--- src/rtl/dco_nco_pkg.sv ---
// Shared constants and types for the DCO/NCO phase-noise model.
// The optional phase-noise feature is enabled by defining DCO_NCO_PN_PN_EN.
package dco_nco_pkg;

  localparam int FCW_W_DEF   = 18;
  localparam int PHASE_W_DEF = 20;

  typedef logic [FCW_W_DEF-1:0]   fcw_t;
  typedef logic [PHASE_W_DEF-1:0] phase_t;

  localparam fcw_t FCW_BASE = 18'h08000;
  localparam int   KV       = 4;
  localparam int   KD       = 64;
  localparam int   KT       = 64;

  // x^16 + x^14 + x^13 + x^11 + 1, Fibonacci form shifting towards the MSB
  localparam logic [15:0] LFSR_SEED = 16'hACE1;
  localparam logic [15:0] LFSR_TAPS = 16'hB400;

  localparam logic signed [7:0] WANDER_MAX = 8'sd64;
  localparam logic signed [7:0] WANDER_MIN = -8'sd64;

  function automatic logic [15:0] lfsr_next(input logic [15:0] s);
    return {s[14:0], ^(s & LFSR_TAPS)};
  endfunction

endpackage

--- src/rtl/dco_nco_chan.sv ---
// One oscillator channel: phase accumulator plus optional LFSR jitter/wander noise.
// Noise logic exists only when DCO_NCO_PN_PN_EN is defined.
module dco_nco_chan
  import dco_nco_pkg::*;
#(
  parameter int PHASE_W = 20,
  parameter int FCW_W   = 18,
  parameter int CH_IDX  = 0,
  parameter int DECIM   = 250
) (
  input  logic             clk,
  input  logic             rst_n,
  input  logic             en_i,
  input  logic [FCW_W-1:0] fcw_i,
  output logic             vout_o
);

  logic [PHASE_W-1:0] phase_q;
  logic [PHASE_W-1:0] phase_d;
  logic [PHASE_W-1:0] noise;

`ifdef DCO_NCO_PN_PN_EN
  localparam int DEC_W = (DECIM > 1) ? $clog2(DECIM) : 1;

  logic [15:0]       lfsr_q;
  logic signed [7:0] wander_q;
  logic [DEC_W-1:0]  dec_q;
  logic signed [7:0] jitter;
  logic signed [7:0] noise_s;

  // Jitter spans -8..7 and wander -64..64, so the sum always fits 8 signed bits.
  assign jitter  = $signed({4'b0000, lfsr_q[3:0]}) - 8'sd8;
  assign noise_s = jitter + wander_q;
  assign noise   = {{(PHASE_W-8){noise_s[7]}}, noise_s};

  always_ff @(posedge clk or negedge rst_n) begin
    if (!rst_n) begin
      lfsr_q   <= LFSR_SEED ^ 16'(CH_IDX);
      wander_q <= '0;
      dec_q    <= '0;
    end else if (en_i) begin
      lfsr_q <= lfsr_next(lfsr_q);
      if (dec_q == DEC_W'(DECIM - 1)) begin
        dec_q <= '0;
        if (lfsr_q[15]) begin
          if (wander_q != WANDER_MAX) wander_q <= wander_q + 8'sd1;
        end else begin
          if (wander_q != WANDER_MIN) wander_q <= wander_q - 8'sd1;
        end
      end else begin
        dec_q <= dec_q + 1'b1;
      end
    end
  end
`else
  assign noise = '0;
`endif

  assign phase_d = phase_q + PHASE_W'(fcw_i) + noise;

  // NOTE: state registers use non-blocking assignments so every flop samples pre-edge values.
  always_ff @(posedge clk or negedge rst_n) begin
    if (!rst_n)    phase_q <= '0;
    else if (en_i) phase_q <= phase_d;
  end

  assign vout_o = phase_q[PHASE_W-1];

endmodule

--- src/rtl/dco_nco_pn.sv ---
// Multi-channel DCO/NCO with windowed FCW averaging; input registers, fcw_r and the
// shared window counter live here. Define DCO_NCO_PN_PN_EN to add per-channel phase noise.
module dco_nco_pn #(
  parameter int                NCH      = 2,
  parameter int                PHASE_W  = 20,
  parameter int                FCW_W    = 18,
  parameter int                DCTRL_W  = 9,
  parameter logic [FCW_W-1:0]  FCW_BASE = FCW_W'(dco_nco_pkg::FCW_BASE),
  parameter int                KV       = dco_nco_pkg::KV,
  parameter int                KD       = dco_nco_pkg::KD,
  parameter int                KT       = dco_nco_pkg::KT,
  parameter int                OSR_LOG2 = 4,
  parameter int                DECIM    = 250
) (
  input  logic                   clk,
  input  logic                   rst_n,
  input  logic                   en,
  input  logic [NCH*8-1:0]       vctrl_code,
  input  logic [NCH*DCTRL_W-1:0] dctrl,
  input  logic [NCH*4-1:0]       dctrltc,
  input  logic [NCH-1:0]         dctrltc_dsm,
  output logic [NCH-1:0]         vout,
  output logic [NCH*FCW_W-1:0]   fcw_avg,
  output logic                   avg_valid
);

  localparam int SUM_W = FCW_W + 32;
  localparam int ACC_W = FCW_W + OSR_LOG2;
  localparam logic [SUM_W-1:0] FCW_MAX = SUM_W'({FCW_W{1'b1}});

  logic [NCH*8-1:0]       vctrl_q;
  logic [NCH*DCTRL_W-1:0] dctrl_q;
  logic [NCH*4-1:0]       tc_q;
  logic [NCH-1:0]         dsm_q;

  logic [FCW_W-1:0] fcw_q   [NCH];
  logic [FCW_W-1:0] fcw_d   [NCH];
  logic [ACC_W-1:0] acc_q   [NCH];
  logic [ACC_W-1:0] acc_sum [NCH];
  logic [FCW_W-1:0] avg_q   [NCH];

  logic [OSR_LOG2-1:0] cnt_q;
  logic                avg_valid_q;
  logic                wrap;

  // NOTE: every output of this block gets a value on every path, so no latch is inferred.
  always_comb begin : fcw_calc
    logic [SUM_W-1:0] sum;
    sum = '0;
    for (int c = 0; c < NCH; c++) begin
      sum = SUM_W'(FCW_BASE)
          + SUM_W'(vctrl_q[c*8 +: 8]) * SUM_W'(KV)
          + SUM_W'(dctrl_q[c*DCTRL_W +: DCTRL_W]) * SUM_W'(KD)
          + (SUM_W'(tc_q[c*4 +: 4]) + SUM_W'(dsm_q[c])) * SUM_W'(KT);
      fcw_d[c]   = (sum > FCW_MAX) ? {FCW_W{1'b1}} : sum[FCW_W-1:0];
      acc_sum[c] = acc_q[c] + ACC_W'(fcw_q[c]);
    end
  end

  // The window closes on its last enabled clock; en dropping afterwards cannot cancel it.
  assign wrap = en && (cnt_q == {OSR_LOG2{1'b1}});

  // NOTE: the small per-channel register arrays are reset so a partial window never leaks out.
  always_ff @(posedge clk or negedge rst_n) begin
    if (!rst_n) begin
      vctrl_q     <= '0;
      dctrl_q     <= '0;
      tc_q        <= '0;
      dsm_q       <= '0;
      cnt_q       <= '0;
      avg_valid_q <= 1'b0;
      for (int c = 0; c < NCH; c++) begin
        fcw_q[c] <= '0;
        acc_q[c] <= '0;
        avg_q[c] <= '0;
      end
    end else begin
      vctrl_q     <= vctrl_code;
      dctrl_q     <= dctrl;
      tc_q        <= dctrltc;
      dsm_q       <= dctrltc_dsm;
      avg_valid_q <= wrap;
      for (int c = 0; c < NCH; c++) fcw_q[c] <= fcw_d[c];
      if (en) begin
        cnt_q <= cnt_q + 1'b1;
        for (int c = 0; c < NCH; c++) begin
          if (wrap) begin
            avg_q[c] <= FCW_W'(acc_sum[c] >> OSR_LOG2);
            acc_q[c] <= '0;
          end else begin
            acc_q[c] <= acc_sum[c];
          end
        end
      end
    end
  end

  assign avg_valid = avg_valid_q;

  for (genvar c = 0; c < NCH; c++) begin : g_chan
    dco_nco_chan #(
      .PHASE_W (PHASE_W),
      .FCW_W   (FCW_W),
      .CH_IDX  (c),
      .DECIM   (DECIM)
    ) u_chan (
      .clk    (clk),
      .rst_n  (rst_n),
      .en_i   (en),
      .fcw_i  (fcw_q[c]),
      .vout_o (vout[c])
    );
    assign fcw_avg[c*FCW_W +: FCW_W] = avg_q[c];
  end

endmodule

--- config.mk ---
export PLATFORM = sky130hd
export DESIGN_NAME = dco_nco_pn
export DESIGN_NICKNAME = d
export VERILOG_FILES = /design/src/rtl/dco_nco_pkg.sv /design/src/rtl/dco_nco_chan.sv /design/src/rtl/dco_nco_pn.sv
export SDC_FILE = /design/constraint.sdc
export NUM_CORES = 1
export LEC_CHECK = 0
export ABC_AREA = 1
export CAP_MARGIN = 20
export CORE_UTILIZATION = 34
export CTS_CLUSTER_SIZE = 40
export DETAILED_ROUTE_END_ITERATION = 10
export GPL_TIMING_DRIVEN = 0
export PLACE_DENSITY = 0.61
export SETUP_SLACK_MARGIN = 0.4
export SLEW_MARGIN = 0
export SYNTH_ARGS = -nofsm -noshare
export SYNTH_HDL_FRONTEND = slang
export SYNTH_HIERARCHICAL = 1
export SYNTH_SLANG_ARGS = --single-unit
--- constraint.sdc ---
create_clock -name clk -period 3.92 [get_ports clk]
set_clock_uncertainty 0.1 [all_clocks]
set_input_delay 0.784 -clock clk [delete_from_list [all_inputs] [get_ports clk]]
set_output_delay 0.784 -clock clk [all_outputs]
set_load 0.005 [all_outputs]
==> flow_metrics.tcl, run 1 <==
set metrics [dict create \
    combPwrFrac_pct 53.5 \
    slew_headroom_pct 49.1 \
    die-width_um 186 \
    grt_pass1_vias 9192 \
    syn_to_final_growth_pct 18.0 \
    cts.repair.resized 0 \
    hpwl_mm 21.8 \
    place_area_um2 13000 \
    max_stage_delay_ns 0.52 \
    cp.required_ns 4.18 \
    fin_cells 2025 \
    clock_latency_ns 0.44 \
    htree_levels 4 \
    synthTopCellsByArea "dfrtp_1 (42%), nand2_1 (17%), ha_1 (9.0%), nand3_1 (5.5%), inv_1 (5.0%)" \
    core_area_um2 32900 \
    clockPowerShare_pct 17.1 \
    dp.cells 1993 \
    wl_per_cell_um 13.9 \
    num_rows 66 \
    num-fill-cells 3419 \
    cts_max_path_buffers 2 \
    design_area_um2 13600 \
    first_pass_iters 5 \
    seq_area_um2 4880 \
    path_delay_family "adder cells" \
    hold_class "in2async" \
    fp.dieArea_um2 34500 \
    ioPinCount 86 \
    synth_edf_count 0 \
    start_util_pct 35.0 \
    synth.most_common_cell "nand2_1" \
    critPathLaunchType "flip-flop" \
    cts.sinks 195 \
    status "completed" \
    net-switching-power_uw 4740 \
    yosys_warnings 6 \
    antenna_left 0 \
    worst-slew-pin-transition_ns 0.761 \
    p_per_area_nw_per_um2 785 \
    critPathBufInv 1 \
    grt_pass1_wl_mm 47.4 \
    root_buffer "clkbuf_16" \
    dr.first_iter.drc_count 541 \
    critPathSlowestCell "fa_1" \
    synth.distinct_cells 38 \
    overflow 0 \
    via_per_inst 4.67 \
    leakage_uw 0.00694 \
    drc 0 \
    cp_data_arrival_time_ns 3.25 \
    die_h_um 186 \
    p_sw_share_pct 44.6 \
    gp_congestion 0.893 \
    ys_seq_area_share_pct 42.5 \
    antenna_found_initial 0 \
    internal_power_uw 5900 \
    min_period_ns 3.00 \
    clock.fmax_ghz 0.334 \
    synth-seq-cells 195 \
    peakVddDrop_v 0.000337 \
    rsz0062_at_grt "false" \
    crit_path_cell_trace "ha_1 > ha_1 > xor2_1 > fa_1 > inv_1 > fa_1 > o21ai_0 > a21oi_1 > nor2_1 > xor2_1" \
    cap_violations 0 \
    synth_area_per_cell_um2 7.88 \
    synth_top_area_share_pct 42.5 \
    via_count 9463 \
    fin_crit_sh_pct 76.5 \
    cts_made_buffers 17 \
    cts_setup_buffers 0 \
    netlist_area_um2 11500 \
    drive_above_1_share_pct 6.32 \
    hold_viol 0 \
    path_clk_slew_ns 0.07 \
    synth_ff_type "dfrtp_1" \
    total_power_uw 10600 \
    drt_wl_total_mm 28.2 \
    yosys.area.top_type "dfrtp_1" \
    criticalPathCategory "reg2reg" \
    grt_max_degree 119 \
    cts_tree "yes" \
    synth-async-reset-ratio_pct 100 \
    track_usage_pct 17.6 \
    cp-end-kind "flip-flop" \
    synthCells 1458 \
    synth_common_cells "nand2_1 (514), dfrtp_1 (195), inv_1 (153), nand3_1 (126), ha_1 (83)" \
    critPathMaxFanout 2 \
    diodes 0 \
    multiInputGateArea_um2 5940 \
    slew_viol_final 0 \
    port_buffers 85 \
    nNetsFinal 1714 \
    finalSetupViolCount 0 \
    holdBufCountCts 0 \
    sequentialPowerShare_pct 29.4 \
]
placed cells by master (no fill, tap or decap), drive strengths merged:
cell,instances
xor2,17
o21bai,2
nand3,135
conb,8
fa,14
inv,164
clkbuf,31
and2,7
ha,83
nor3,8
nor2,86
clkinvlp,1
clkinv,7
o21ai,51
nor4,2
clkdlybuf4s50,84
xnor2,24
or2,5
and3,2
buf,11
nand4,8
dfrtp,195
nand3b,34
bufinv,2
o22ai,2
a21oi,58
a22o,3
nand2,539
path summary, 6_finish.rpt:
kind	from	end	slack (ns)	cells past startpoint
max	tc_q[4]	fcw_q[13]	0.92	10
min	rst_n	dctrl_q[1]	0.22	1
max reg2reg	tc_q[4]	fcw_q[13]	0.92	10
min reg2reg	vctrl_q[2]	fcw_q[22]	0.25	0
max in group asynchronous	rst_n	acc_q[19]	2.52	2
min in group clk	vctrl_q[2]	fcw_q[22]	0.25	0
per-stage QoR:
stage | hold WS (ns) | setup TNS, ns | util [%] | worst slack (ns)
floorplan | 0.231 | 0 | - | 1.23
CTS | 0.239 | 0 | 41.3 | 0.872
finish | 0.219 | 0 | 41.3 | 0.923
global placement | 0.232 | -1248.47 | 39.3 | -6.44
detailed placement | 0.235 | 0 | 39.4 | 0.540
global route | 0.257 | 0 | 41.3 | 0.733
power groups by stage:
stage               clock network [µW]  registers, µW  logic, µW
floorplan                            0           3040       4160
global placement                     0           3160       5550
detailed placement                   0           3170       5630
CTS                               1880           3140       5670
global route                      1950           3230       6520
finish                            1820           3130       5700
area by class of cell:
cell class              count  area share, %
multi-input cells        1088           43.8
flip-flops and latches    195           36.0
repair buffers             86           6.52
inverters                 160           4.43
well taps                 442           4.08
clock buffers              18           3.24
clock inverters            14           1.21
plain buffers              22          0.757
flip-flops by register name (all words and copies together) (netlist names):
name                   count
dctrl_q                   18
vctrl_q                   16
avg_valid                  1
tc_q                       8
fcw_avg                   36
acc_q                     40
cnt_q                      4
g_chan.u_chan/phase_q     40
dsm_q                      2
fcw_q                     30
metal layers:
metal  global-route usage (%)  vias to the layer above  wire length [µm]
li1                         -                     4871                 -
met1                     25.5                     4381             14500
met2                     26.6                      180             12000
met3                     3.35                       31              1230
met4                     4.85                        0               437
met5                        0                        -                 0
cells by family (layout without fill, tap and decap cells):
logic type | Yosys count | after routing | synth area share, %
adder cells (fa/ha/maj) | 97 | 97 | 11.5
other | 1 | 8 | 0.0326
XOR/XNOR | 41 | 41 | 3.12
buffers and inverters | 182 | 300 | 6.12
AND/OR/NAND/NOR | 826 | 826 | 31.5
flip-flops | 195 | 195 | 42.5
AO/OA/AOI/OAI | 116 | 116 | 5.25
Power figures use the tool's default switching activity.
==> inputs of run 2 (changes only) <==
Clock period 3.92 ns to 3.12 ns, I/O delays scaled along.
==> flow_metrics.tcl, run 2 (same netlist as run 1, synthesis figures left out) <==
set metrics [dict create \
    critPathLaunchType "flip-flop" \
    dr.first_iter.drc_count 546 \
    diodes 0 \
    cts_made_buffers 17 \
    clockPowerShare_pct 17.0 \
    via_per_inst 4.67 \
    setup_tns_ns 0 \
    r2r_cells 13 \
    hpwl_mm 21.8 \
    grt_pass1_wl_mm 47.5 \
    core_area_um2 32900 \
    die_h_um 186 \
    start_util_pct 35.0 \
    drt_wl_total_mm 28.4 \
    dp.cells 1993 \
    place_area_um2 13000 \
    reg2reg_to "fcw_q[14]" \
    p_per_area_nw_per_um2 979 \
    slew_headroom_pct 49.5 \
    cts_max_path_buffers 2 \
    root_buffer "clkbuf_16" \
    clock.fmax_ghz 0.372 \
    fin_util_pct 41.7 \
    ioPinCount 86 \
    clock_latency_ns 0.44 \
    leakage_uw 0.00696 \
    critPathMaxFanout 4 \
    track_usage_pct 17.7 \
    net-switching-power_uw 5970 \
    layout_common_cells "nand2_1 (513), dfrtp_1 (195), inv_1 (152)" \
    cts_tree "yes" \
    syn_to_final_growth_pct 19.2 \
    fp.dieArea_um2 34500 \
    grt_max_degree 119 \
    r2r_slack_ns 0.43 \
    drive_above_1_share_pct 7.76 \
    drc 0 \
    port_buffers 85 \
    status "completed" \
    htree_levels 4 \
    internal_power_uw 7440 \
    worst-slew-pin-transition_ns 0.756 \
    hold_class "in2async" \
    gp_congestion 0.893 \
    fin_cells 2027 \
    grt_pass1_vias 9204 \
    layout_commonest_cell "nand2_1" \
    p_sw_share_pct 44.5 \
    num_rows 66 \
    cp.required_ns 3.34 \
    wl_per_cell_um 14.0 \
    combPwrFrac_pct 53.7 \
    hold_viol 0 \
    rsz0062_at_grt "true" \
    antenna_found_initial 0 \
    path_clk_slew_ns 0.07 \
    antenna_left 0 \
    overflow 0 \
    design_area_um2 13700 \
    min_period_ns 2.69 \
    fin_crit_sh_pct 86.1 \
    die-width_um 186 \
    nNetsFinal 1716 \
    criticalPathCategory "reg2reg" \
    cp_data_arrival_time_ns 2.91 \
    rr_startpoint "dsm_q[1]" \
    via_count 9474 \
    slew_viol_final 0 \
    peakVddDrop_v 0.000425 \
    first_pass_iters 5 \
    sequentialPowerShare_pct 29.3 \
    total_power_uw 13400 \
    cp-end-kind "flip-flop" \
    cts.sinks 195 \
    cap_violations 0 \
    finalSetupViolCount 0 \
]
[run 2: cell count changes in the layout (fill, tap and decap cells not counted), sizes merged]
cell	before	now
clkdlybuf4s50	84	83
dlymetal6s2s	0	1
buf	11	13
[run 2: power by group through the flow]
stage	logic [µW]	registers, µW	clock network (µW)
finish	7200	3930	2280
floorplan	5230	3820	0
global placement	6980	3970	0
global route	8250	4060	2450
detailed placement	7080	3980	0
CTS	7140	3950	2360
[run 2: area by class of cell]
type	instances	area, µm²
fillers	3407	19200
well taps	442	553
repair buffers	88	901
flip-flops and latches	195	4880
clock inverters	14	164
inverters	160	601
plain buffers	22	104
multi-input cells	1088	6060
clock buffers	18	439
[run 2: how the worst max path moves through the flow]
stage	startpoint	endpoint	slack, ns
global placement	rst_n	fcw_avg[34]	-7.08
CTS	tc_q[4]	fcw_q[13]	0.39
finish	dsm_q[1]	fcw_q[14]	0.43
detailed placement	en	acc_q[34]	-0.10
global route	dsm_q[1]	fcw_q[14]	0.29
floorplan	tc_q[4]	fcw_q[13]	0.43
[run 2: critical path: stages (launching register included)]
cell and delay (ns):
dfrtp_1 0.38, ha_2 0.21, nand3_1 0.11, xor2_1 0.19, fa_1 0.48, ha_4 0.28
a21oi_2 0.13, nand2_1 0.09, nand2_1 0.06, nand2_1 0.09, a21oi_4 0.25, nor2_1 0.07
nor2_1 0.09, nor2_1 0.04
[run 2: layer usage]
layer  up-vias  global-route usage, %  routed length [µm]
met2       194                   26.8               12300
met5         -                      0                   0
met4         0                   4.85                 425
met3        28                   3.15                1250
met1      4374                   25.7               14500
li1       4878                      -                   -
[run 2: through the flow]
step	worst slack (ns)	hold slack [ns]
floorplan	0.430	0.228
global placement	-7.08	0.232
detailed placement	-0.100	0.235
CTS	0.394	0.0794
global route	0.290	0.101
finish	0.434	0.0579
[run 2: repair_timing]
item / 4_1_cts / 5_1_grt
endpoints found under the setup margin: 6 / 35
resized for setup: 9 / 21
setup buffers: 1 / 1
pin swaps: 2 / 15
hold buffers: 0 / 0
